<file path="config.mk">
export PLATFORM = sky130hd
export DESIGN_NAME = icache_sa
export DESIGN_NICKNAME = d
export VERILOG_FILES = /design/src/rtl/cache_pkg.sv /design/src/rtl/cache_victim_sel.sv /design/src/rtl/icache_sa.sv
export SDC_FILE = /design/constraint.sdc
export NUM_CORES = 2
export LEC_CHECK = 0
export ABC_AREA = 0
export ABC_CLOCK_PERIOD_IN_PS = 12550
export BUFFER_PORTS_ARGS = -buffer_cell sky130_fd_sc_hd__buf_2
export CORE_MARGIN = 10
export CORE_UTILIZATION = 41
export CTS_BUF_LIST = sky130_fd_sc_hd__clkbuf_2
export DETAILED_ROUTE_END_ITERATION = 10
export SYNTH_ARGS = -nofsm -noshare
export SYNTH_HDL_FRONTEND = slang
export SYNTH_SLANG_ARGS = --single-unit
</file>
<file path="constraint.sdc">
create_clock -name clk -period 12.55 [get_ports clk]
set_input_delay 1.255 -clock clk [delete_from_list [all_inputs] [get_ports clk]]
set_output_delay 1.255 -clock clk [all_outputs]
set_load 0.005 [all_outputs]
</file>
<file path="src/rtl/cache_pkg.sv">
// cache_pkg: shared FSM states, AXI constants and address-split widths for icache_sa.
package cache_pkg;
  typedef enum logic [2:0] {IDLE, CHECK, REQ, TRANS, RESP} state_e;
  localparam logic [1:0] AXI_BURST_INCR = 2'b01;
  localparam logic [2:0] AXI_SIZE_4B = 3'b010;
  localparam logic [1:0] RESP_OKAY = 2'b00;
  localparam logic [1:0] RESP_SLVERR = 2'b10;
  function automatic int off_bits(input int block_size);
    return $clog2(block_size);
  endfunction
  function automatic int idx_bits(input int set_num);
    return $clog2(set_num);
  endfunction
  function automatic int tag_bits(input int block_size, input int set_num);
    return 32 - $clog2(block_size) - $clog2(set_num);
  endfunction
endpackage

</file>
<file path="src/rtl/cache_victim_sel.sv">
// cache_victim_sel: picks the install way (lowest invalid, else per-set round-robin pointer).
module cache_victim_sel #(
  parameter int SET_NUM = 8,
  parameter int WAYS = 2,
  parameter int IW = 3,
  parameter int WW = 1
) (
  input  logic            clk,
  input  logic            rst,
  input  logic            flush_clr,
  input  logic            advance,
  input  logic [IW-1:0]   set_idx,
  input  logic [WAYS-1:0] valid_row,
  output logic [WW-1:0]   victim
);
  logic [WW-1:0] ptr_q [SET_NUM];
  logic [WW-1:0] ptr_d [SET_NUM];
  logic [WW-1:0] free_way;
  logic all_valid;
  always_comb begin
    free_way = '0;
    for (int w = WAYS - 1; w >= 0; w--) free_way = !valid_row[w] ? WW'(w) : free_way;
    all_valid = &valid_row;
    victim = all_valid ? ptr_q[set_idx] : free_way;
  end
  always_comb begin
    ptr_d = ptr_q;
    if (flush_clr) ptr_d = '{default: '0};
    else if (advance && &valid_row)
      ptr_d[set_idx] = ptr_q[set_idx] == WW'(WAYS - 1) ? '0 : ptr_q[set_idx] + WW'(1);
  end
  always_ff @(posedge clk) begin
    if (rst) ptr_q <= '{default: '0};
    else ptr_q <= ptr_d;
  end
endmodule

</file>
<file path="src/rtl/icache_sa.sv">
// icache_sa: N-way set-associative read-only cache with INCR burst block refill and flush.
module icache_sa
  import cache_pkg::*;
#(
  parameter int BLOCK_SIZE = 16,
  parameter int SET_NUM = 8,
  parameter int WAYS = 2
) (
  input  logic        clk,
  input  logic        rst,
  input  logic        flush,
  input  logic        in_arvalid,
  output logic        in_arready,
  input  logic [31:0] in_araddr,
  input  logic [3:0]  in_arid,
  input  logic [7:0]  in_arlen,
  input  logic [2:0]  in_arsize,
  input  logic [1:0]  in_arburst,
  output logic        in_rvalid,
  input  logic        in_rready,
  output logic [31:0] in_rdata,
  output logic [1:0]  in_rresp,
  output logic        in_rlast,
  output logic [3:0]  in_rid,
  output logic        out_arvalid,
  input  logic        out_arready,
  output logic [31:0] out_araddr,
  output logic [3:0]  out_arid,
  output logic [7:0]  out_arlen,
  output logic [2:0]  out_arsize,
  output logic [1:0]  out_arburst,
  input  logic        out_rvalid,
  output logic        out_rready,
  input  logic [31:0] out_rdata,
  input  logic [1:0]  out_rresp,
  input  logic        out_rlast,
  input  logic [3:0]  out_rid
);
  localparam int BEATS = BLOCK_SIZE / 4;
  localparam int OFF = off_bits(BLOCK_SIZE);
  localparam int IW = idx_bits(SET_NUM);
  localparam int TW = tag_bits(BLOCK_SIZE, SET_NUM);
  localparam int BW = BEATS > 1 ? $clog2(BEATS) : 1;
  localparam int CW = $clog2(BEATS) + 1;
  localparam int WW = WAYS > 1 ? $clog2(WAYS) : 1;
  state_e state_q, state_d;
  logic [31:0] addr_q, addr_d, rdata_q, rdata_d;
  logic [3:0] id_q, id_d;
  logic [1:0] rresp_q, rresp_d;
  logic [CW-1:0] cnt_q, cnt_d;
  logic err_q, err_d, flush_pend_q, flush_pend_d;
  logic [31:0] lbuf_q [BEATS], lbuf_d [BEATS], line_w [BEATS];
  logic [WAYS-1:0] valid_q [SET_NUM], valid_d [SET_NUM];
  logic [TW-1:0] tag_q [SET_NUM][WAYS], tag_d [SET_NUM][WAYS];
  logic [31:0] data_q [SET_NUM][WAYS][BEATS], data_d [SET_NUM][WAYS][BEATS];
  logic [IW-1:0] set_idx;
  logic [TW-1:0] tag;
  logic [BW-1:0] word;
  logic [WAYS-1:0] hit_vec;
  logic [31:0] hit_word;
  logic [WW-1:0] victim;
  logic take, install, flush_clr, unused_ok;
  assign set_idx = addr_q[OFF +: IW];
  assign tag = addr_q[31 -: TW];
  assign word = BW'(addr_q[31:2] & 30'(BEATS - 1));
  assign take = state_q == TRANS && out_rvalid && cnt_q < CW'(BEATS);
  // Install only when rlast lands exactly on the last beat of a clean burst.
  assign install = state_q == TRANS && out_rvalid && out_rlast && cnt_q == CW'(BEATS - 1)
                   && !err_q && out_rresp == RESP_OKAY;
  assign flush_clr = state_q == IDLE && flush_pend_q;
  assign unused_ok = ^{in_arlen, in_arsize, in_arburst, out_rid, addr_q[1:0]};
  cache_victim_sel #(.SET_NUM(SET_NUM), .WAYS(WAYS), .IW(IW), .WW(WW)) u_victim (
    .clk(clk), .rst(rst), .flush_clr(flush_clr), .advance(install),
    .set_idx(set_idx), .valid_row(valid_q[set_idx]), .victim(victim)
  );
  always_comb begin
    hit_vec = '0;
    hit_word = '0;
    for (int w = 0; w < WAYS; w++) begin
      hit_vec[w] = valid_q[set_idx][w] && tag_q[set_idx][w] == tag;
      hit_word = hit_word | (hit_vec[w] ? data_q[set_idx][w][word] : 32'h0);
    end
    for (int b = 0; b < BEATS; b++) line_w[b] = take && cnt_q == CW'(b) ? out_rdata : lbuf_q[b];
  end
  always_comb begin
    state_d = state_q;
    addr_d = addr_q;
    id_d = id_q;
    rdata_d = rdata_q;
    rresp_d = rresp_q;
    cnt_d = cnt_q;
    err_d = err_q;
    lbuf_d = lbuf_q;
    valid_d = valid_q;
    tag_d = tag_q;
    data_d = data_q;
    flush_pend_d = flush_pend_q || flush;
    case (state_q)
      IDLE:
        if (flush_pend_q) begin
          valid_d = '{default: '0};
          flush_pend_d = flush;
        end else if (in_arvalid && in_arready) begin
          addr_d = in_araddr;
          id_d = in_arid;
          state_d = CHECK;
        end
      CHECK: begin
        state_d = |hit_vec ? RESP : REQ;
        rdata_d = |hit_vec ? hit_word : rdata_q;
        rresp_d = |hit_vec ? RESP_OKAY : rresp_q;
        cnt_d = '0;
        err_d = 1'b0;
      end
      REQ: state_d = out_arready ? TRANS : REQ;
      TRANS:
        if (out_rvalid) begin
          lbuf_d = line_w;
          cnt_d = cnt_q == CW'(BEATS) ? cnt_q : cnt_q + CW'(1);
          err_d = err_q || out_rresp != RESP_OKAY;
          if (out_rlast) begin
            state_d = RESP;
            rdata_d = install ? line_w[word] : '0;
            rresp_d = install ? RESP_OKAY : RESP_SLVERR;
          end
          if (install) begin
            valid_d[set_idx][victim] = 1'b1;
            tag_d[set_idx][victim] = tag;
            data_d[set_idx][victim] = line_w;
          end
        end
      RESP: state_d = in_rready ? IDLE : RESP;
      default: state_d = IDLE;
    endcase
  end
  always_ff @(posedge clk) begin
    if (rst) begin
      state_q <= IDLE;
      addr_q <= '0;
      id_q <= '0;
      rdata_q <= '0;
      rresp_q <= RESP_OKAY;
      cnt_q <= '0;
      err_q <= 1'b0;
      flush_pend_q <= 1'b0;
      valid_q <= '{default: '0};
    end else begin
      state_q <= state_d;
      addr_q <= addr_d;
      id_q <= id_d;
      rdata_q <= rdata_d;
      rresp_q <= rresp_d;
      cnt_q <= cnt_d;
      err_q <= err_d;
      flush_pend_q <= flush_pend_d;
      valid_q <= valid_d;
    end
    lbuf_q <= lbuf_d;
    tag_q <= tag_d;
    data_q <= data_d;
  end
  assign in_arready = state_q == IDLE && !flush_pend_q && !flush;
  assign in_rvalid = state_q == RESP;
  assign in_rlast = in_rvalid;
  assign in_rdata = rdata_q;
  assign in_rresp = rresp_q;
  assign in_rid = id_q;
  assign out_arvalid = state_q == REQ;
  assign out_araddr = {addr_q[31:OFF], {OFF{1'b0}}};
  assign out_arid = id_q;
  assign out_arlen = 8'(BEATS - 1);
  assign out_arsize = AXI_SIZE_4B;
  assign out_arburst = AXI_BURST_INCR;
  assign out_rready = state_q == TRANS;
endmodule

</file>
Yosys cells after proc, flatten, opt, wreduce, memory -nomap -nowiden
Cells that the tools add are included.
Storage, ports and cells
  flip-flop bits (word level): 2678
  bits of input ports: 95
  output and inout port bits: 92
  word-level logic and storage cells: 261
Cells by class
  add/subtract/negate cells: 2
  order comparisons: 8
  equal/unequal tests: 18
  mux-type cells: 77
  bitwise operators: 6
  reductions and logical operators: 42
Operators with widths (number)
  $bwmux W2048: 1
  $bmux W256 S3: 1
  $demux W256 S3: 1
  $mux W256: 3
  $mux W32: 16
  $bwmux W400: 1
  $bmux W32 S2: 3
  $bmux W50 S3: 1
  $demux W50 S3: 1
  $mux W50: 3
  $demux W128 S1: 1
  $mux W128: 1
  $pmux W32 S2: 1
  $eq A25 B25 Y1: 2
  $mux W16: 3
  $or A32 B32 Y32: 1
  $pmux W16 S2: 1
  $demux W25 S1: 1
  $mux W25: 1
  $mux W3: 8
  $logic_and A1 B1 Y1: 20
  $or A16 B16 Y16: 1
  $pmux W3 S5: 1
  $mux W2: 7
  38 further kinds: 73

Logic depth before layout (Yosys ltp)
  depth after elaboration: 17
  depth in mapped cells: 17
  mapped depth without buffers: 11

By module
Synthesis repeated with hierarchy kept, for this count alone.
Second synthesis, totals
  cells, all modules: 6045
  area, all modules: 105328.5 um2
By module, submodules not included
  icache_sa: times used 1, cells each 5986, area an instance 104874.3 um2, seq. area each 79175.9 um2
  cache_victim_sel: times used 1, cells each 59, area an instance 454.2 um2, seq. area each 160.2 um2

Worst setup path before layout
OpenSTA, ideal clock, no wires.
  path kind: register to register
  from: reg, netlist name addr_q[6]
  to: reg data_q[1000] (netlist bit) (enable)
  library setup time: 668 ps
  data arrival time: 8840 ps
  data required time: 11882 ps
  setup slack: 3042 ps
  cell stages (with the launch flop): 15
  cells stage by stage: dfxtp_1 buf_6 buf_6 buf_4 buf_6 buf_4 buf_2 nand3b_1 o22ai_1 a21oi_1 nand2_1 a21boi_0 nand2b_1 clkbuf_1 nor2_1
RTL lines
  to (signal assigned): line icache_sa.sv:160  | data_q <= data_d;
  to (decl): line icache_sa.sv:55  | logic [31:0] data_q [SET_NUM][WAYS][BEATS], data_d [SET_NUM][WAYS][BEATS];

Worst setup path after layout
  from: reg addr_q[6]
  to: reg rdata_q[22] (netlist: in_rdata[22])
Between the ends
  longest elaborated chain between the ends: 11
  elaborated cells between the ends (all ways): 28
  classes of those cells: 3 x eq/ne; 19 x mux; 2 x bitwise; 4 x reduce/logical
RTL lines
  from (decl): line icache_sa.sv:47  | logic [31:0] addr_q, addr_d, rdata_q, rdata_d;
  from (signal assigned): line icache_sa.sv:149  | addr_q <= addr_d;
  $not A3 Y4 (not written as such) *: line icache_sa.sv:80, icache_sa.sv:81
  $bmux W256 S3: line icache_sa.sv:81  | hit_word = hit_word | (hit_vec[w] ? data_q[set_idx][w][word] : 32'h0);
  $mux W256 (not written as such) (2 in a row): line icache_sa.sv:81
  $bmux W32 S2: line icache_sa.sv:81
  $mux W32 (not written as such) (2 in a row): line icache_sa.sv:81
  $mux W32: line icache_sa.sv:81
  $or A32 B32 Y32: line icache_sa.sv:81
  $mux W32: line icache_sa.sv:110  | rdata_d = |hit_vec ? hit_word : rdata_q;
  $pmux W32 S2: line icache_sa.sv:98  | case (state_q)
  to (signal assigned): line icache_sa.sv:151  | rdata_q <= rdata_d;
  to (decl): line icache_sa.sv:47
Mark *: on every way between the ends. The rest lies on a longest branch, timed or not. The select of a mux whose other input is x is not followed.
A chain may end at the register's enable or synchronous reset.

==> impl_results.md <==
- CP max FO: 55
- Initial antenna violation count: 20
- Max VDD drop: 0.00008643 V
- Share of layout cells above drive strength 1: 27.55%
- Post-synthesis compound-gate area fraction: 8.923%
- Period minus WS final: 7.779 ns
- Antenna Nets Post-Route: 0
- Int Pwr: 12.26 mW
- Clk_skew: 0.1571 ns
- Setup slack, reg-to-reg: 4.77 ns
- CTS sink cnt: 2675
- Psw: 4.067 mW
- Hold Path Class: in -> reg
- Register area share after synthesis: 75.65%
- Pin count of the biggest net entering global routing: 112
- Die X: 525.7 um
- Simple-Gate Fraction of Synth Area: 2.768%
- CP Data Required Time: 14.21 ns
- Initial Util: 41.22%
- Number of flops mapped to enable cells by yosys: 2576
- Total negative setup slack: 0 ns
- First-pass GRT wire length: 456.3 mm
- Vias in the first global route: 63957
- Slowest-stage cell, CP: buf_4
- Worst-margin pin slew: 1.298 ns
- Fraction of registers with async set/reset: 0%
- Slew headroom: 13.46%
- Worst r2r dst: in_rdata[22]$_SDFFE_PP0P_
- Final nets: 6879
- Comb power frac: 5.2%
- CTS Buf Count: 668
- Max Clk Rate: 128.6 MHz
- Synth-to-Final Area Change: 11.27%
- Status: finished clean
- Post-synthesis xor/xnor area fraction: 0.1587%
- Ranking of synthesized cells by area: edfxtp_1, mux2_2, mux4_2
- Dpl cells: 9295
- Htree depth: 6
- Vias/cell: 6.030
- Part of the power in the clock network: 35.4%
- DRT Pass-1 Iters: 7
- Ys Warns: 0
- Top Ports: 187
- Total grt overflow: 0
- Synth Cell Area: 104900 sq um
- CP max stage delay: 0.84 ns
- Adder-cell share of the synthesized area: 0.05966%
- Switching fraction of total power: 24.91%
- Post-cts resize count: 0
- Top delay family on crit path: buffers and inverters
- IO Port Bufs: 149
- Synth cell types: 84
- CTS tree: done
- Synth top area share: 73.76%
- Hold Path Origin: rst
- Crit-path cells: buf_4 -> buf_4 -> nand2_2 -> buf_4 -> o22ai_1 -> o21a_1 -> o22ai_1 -> nor4_1 -> a41o_1 -> or2_2 -> buf_4 -> and2_2 -> buf_4 -> a211oi_2
- Most common cell after layout, fill and taps aside: edfxtp_1
- Fillers: 22217
- Worst R2R Start: addr_q[6]$_SDFFE_PP0P_
- Critical Path AT: 9.43 ns
- Highest-count cells in the layout ignoring fill and taps: edfxtp_1, clkbuf_2, mux2_2
- Worst-Skew Late Latency: 1.96 ns
- Synth area leader: edfxtp_1
- Fin. max-slew vios: 0
- Chip height: 525.7 um
- Die ar.: 276400 sq um
- Multiplexer share of the synthesized area: 10.06%
- Seq pwr share: 59.5%
- Crit-path most repeated cell: buf_4
- Largest family of logic cells by synthesized area: multiplexers
- WHS Path Cells: 3
- Worst-path clk slew: 0.12 ns
- Dpl hpwl: 154.7 mm
- Crit Path Class: reg -> reg
- Final setup violation count: 0
- Dominant synthesized flop cell: edfxtp_1
- Worst r2r path cells: 14
- Final wirelength: 321.8 mm
- Critical Path Sink Type: flop
- Remaining DRCs: 0
- Leakage: 37.38 nW
- CTS Root Cell: clkbuf_2
- Vias: 64110
- Post-route clock period utilization: 61.98%
- Max Cap Violations: 0
- Post-Syn Instances: 6072
- Initial DRC Count: 6797
- Crit start category: flop
- CTS max path bufs: 4
- RePlAce Congestion: 0.7816
- Yosys reg bits: 2675
- Endpoint of the worst hold path: in_rdata[11]$_SDFFE_PP0P_
- # rows: 185
- Tot GR Track Use: 22.36%
- Final hold viol count: 0
- Power per cell area: 139.9 nW/um^2
- Fin cells: 10631
- Syn Area/Cell: 17.27 sq um
- Buffers & Inverters on Critical Path: 5
- RSZ-0062 raised after global routing: false
- Total core area: 254400 sq um
- Wire per inst: 30.27 um
[Yosys cell counts (all sizes together), types with 7 or more instances]
cell type,count
edfxtp,2576
mux2,448
o22ai,390
a21oi,320
buf,265
mux2i,262
nor2,254
clkbuf,198
nand2,188
o21ai,180
mux4,128
o221ai,127
dfxtp,99
a211oi,83
nor3,71
a22oi,51
a221oi,47
a222oi,30
a31oi,30
a221o,23
o22a,21
o211ai,20
and3,18
nor4,18
inv,17
nand3,15
nor2b,13
nand2b,12
a2111oi,10
nand4,10
o31ai,10
xnor2,10
and2,9
o21a,9
xor2,9
o32ai,8
o2111ai,7
or3,7
[power groups by stage]
stage / registers, mW / logic (mW) / clock network (mW)
final: 9.71 / 0.842 / 5.78
after global routing: 9.71 / 0.888 / 6.35
after CTS: 9.71 / 0.831 / 5.90
after detailed placement: 9.91 / 0.785 / 0
after global placement: 9.91 / 0.782 / 0
after floorplan: 9.89 / 0.502 / 0
[cell families after synthesis]
kind of cell | count (synthesis)
and+or+nand+nor | 645
xor gates and xnor gates | 19
adders and majority gates | 5
other | 2
muxes | 838
AOI/OAI and AO/OA | 1408
buffers and inverters | 480
DFF | 2675
[cell type report]
cell class                 instances  area (sq um)  area share, %
tap                             3366          4212          3.609
antenna                           16         40.04        0.03431
multi-input combinational       2933         23360          20.02
inverter                          17         80.08        0.06862
clock buffer                    1002          5015          4.297
sequential                      2675         79350          68.00
clock inverter                   138         794.5         0.6809
timing repair buffer             484          3839          3.290
[worst reg2reg max path, delay by kind of cell (launching register included)]
| kind | cells | cell delay [ns] |
|---|---|---|
| compound gates | 5 | 1.06 |
| buf+inv | 5 | 3.75 |
| simple gates | 4 | 1.94 |
| flops | 1 | 0.79 |
[registers in the layout, summed over array words and instances (netlist names)]
signal and flops:
in_rid 4, tag_q 400, data_q 2048, u_victim.ptr_q 8, in_rdata 32, state_q 3
err_q 1, valid_q 16, addr_q 30, in_rresp 1, flush_pend_q 1, cnt_q 3
lbuf_q 128
[through the flow]
stage	hold slack, ns	area [sq um]	setup slack [ns]	power (mW)	util (%)
2_1_floorplan	0.4313	104900	3.042	10.39	-
3_3_place_gp	0.4424	109000	5.043	10.69	42.86
3_5_place_dp	0.4527	109000	5.044	10.70	42.86
4_1_cts	0.2168	116700	4.956	16.44	45.86
5_1_grt	0.3431	116700	4.794	16.95	45.87
6_report	0.4229	116700	4.771	16.33	45.87
[metal layers]
metal / routed length, um / vias to the layer above / track usage, %
li1: - / 26461 / -
met1: 130100 / 33451 / 30.40
met2: 149100 / 3590 / 35.33
met3: 33070 / 600 / 5.415
met4: 9491 / 8 / 7.454
met5: 62 / - / 0
[timing repair]
action                     CTS  global route
setup buffers                0             0
hold endpoints to repair  2203             0
hold buffers               180             0
[worst max-delay path by stage]
stage,from,to,cells past startpoint
after detailed placement,addr_q[6]$_SDFFE_PP0P_,in_rdata[9]$_SDFFE_PP0P_,14
after floorplan,addr_q[6]$_SDFFE_PP0P_,data_q[1000]$_DFFE_PP_,14
after CTS,addr_q[6]$_SDFFE_PP0P_,in_rdata[22]$_SDFFE_PP0P_,14
final,addr_q[6]$_SDFFE_PP0P_,in_rdata[22]$_SDFFE_PP0P_,14
after global placement,addr_q[6]$_SDFFE_PP0P_,in_rdata[12]$_SDFFE_PP0P_,14
after global routing,addr_q[6]$_SDFFE_PP0P_,in_rdata[25]$_SDFFE_PP0P_,14
No activity file was read; power rests on OpenSTA's default activity.
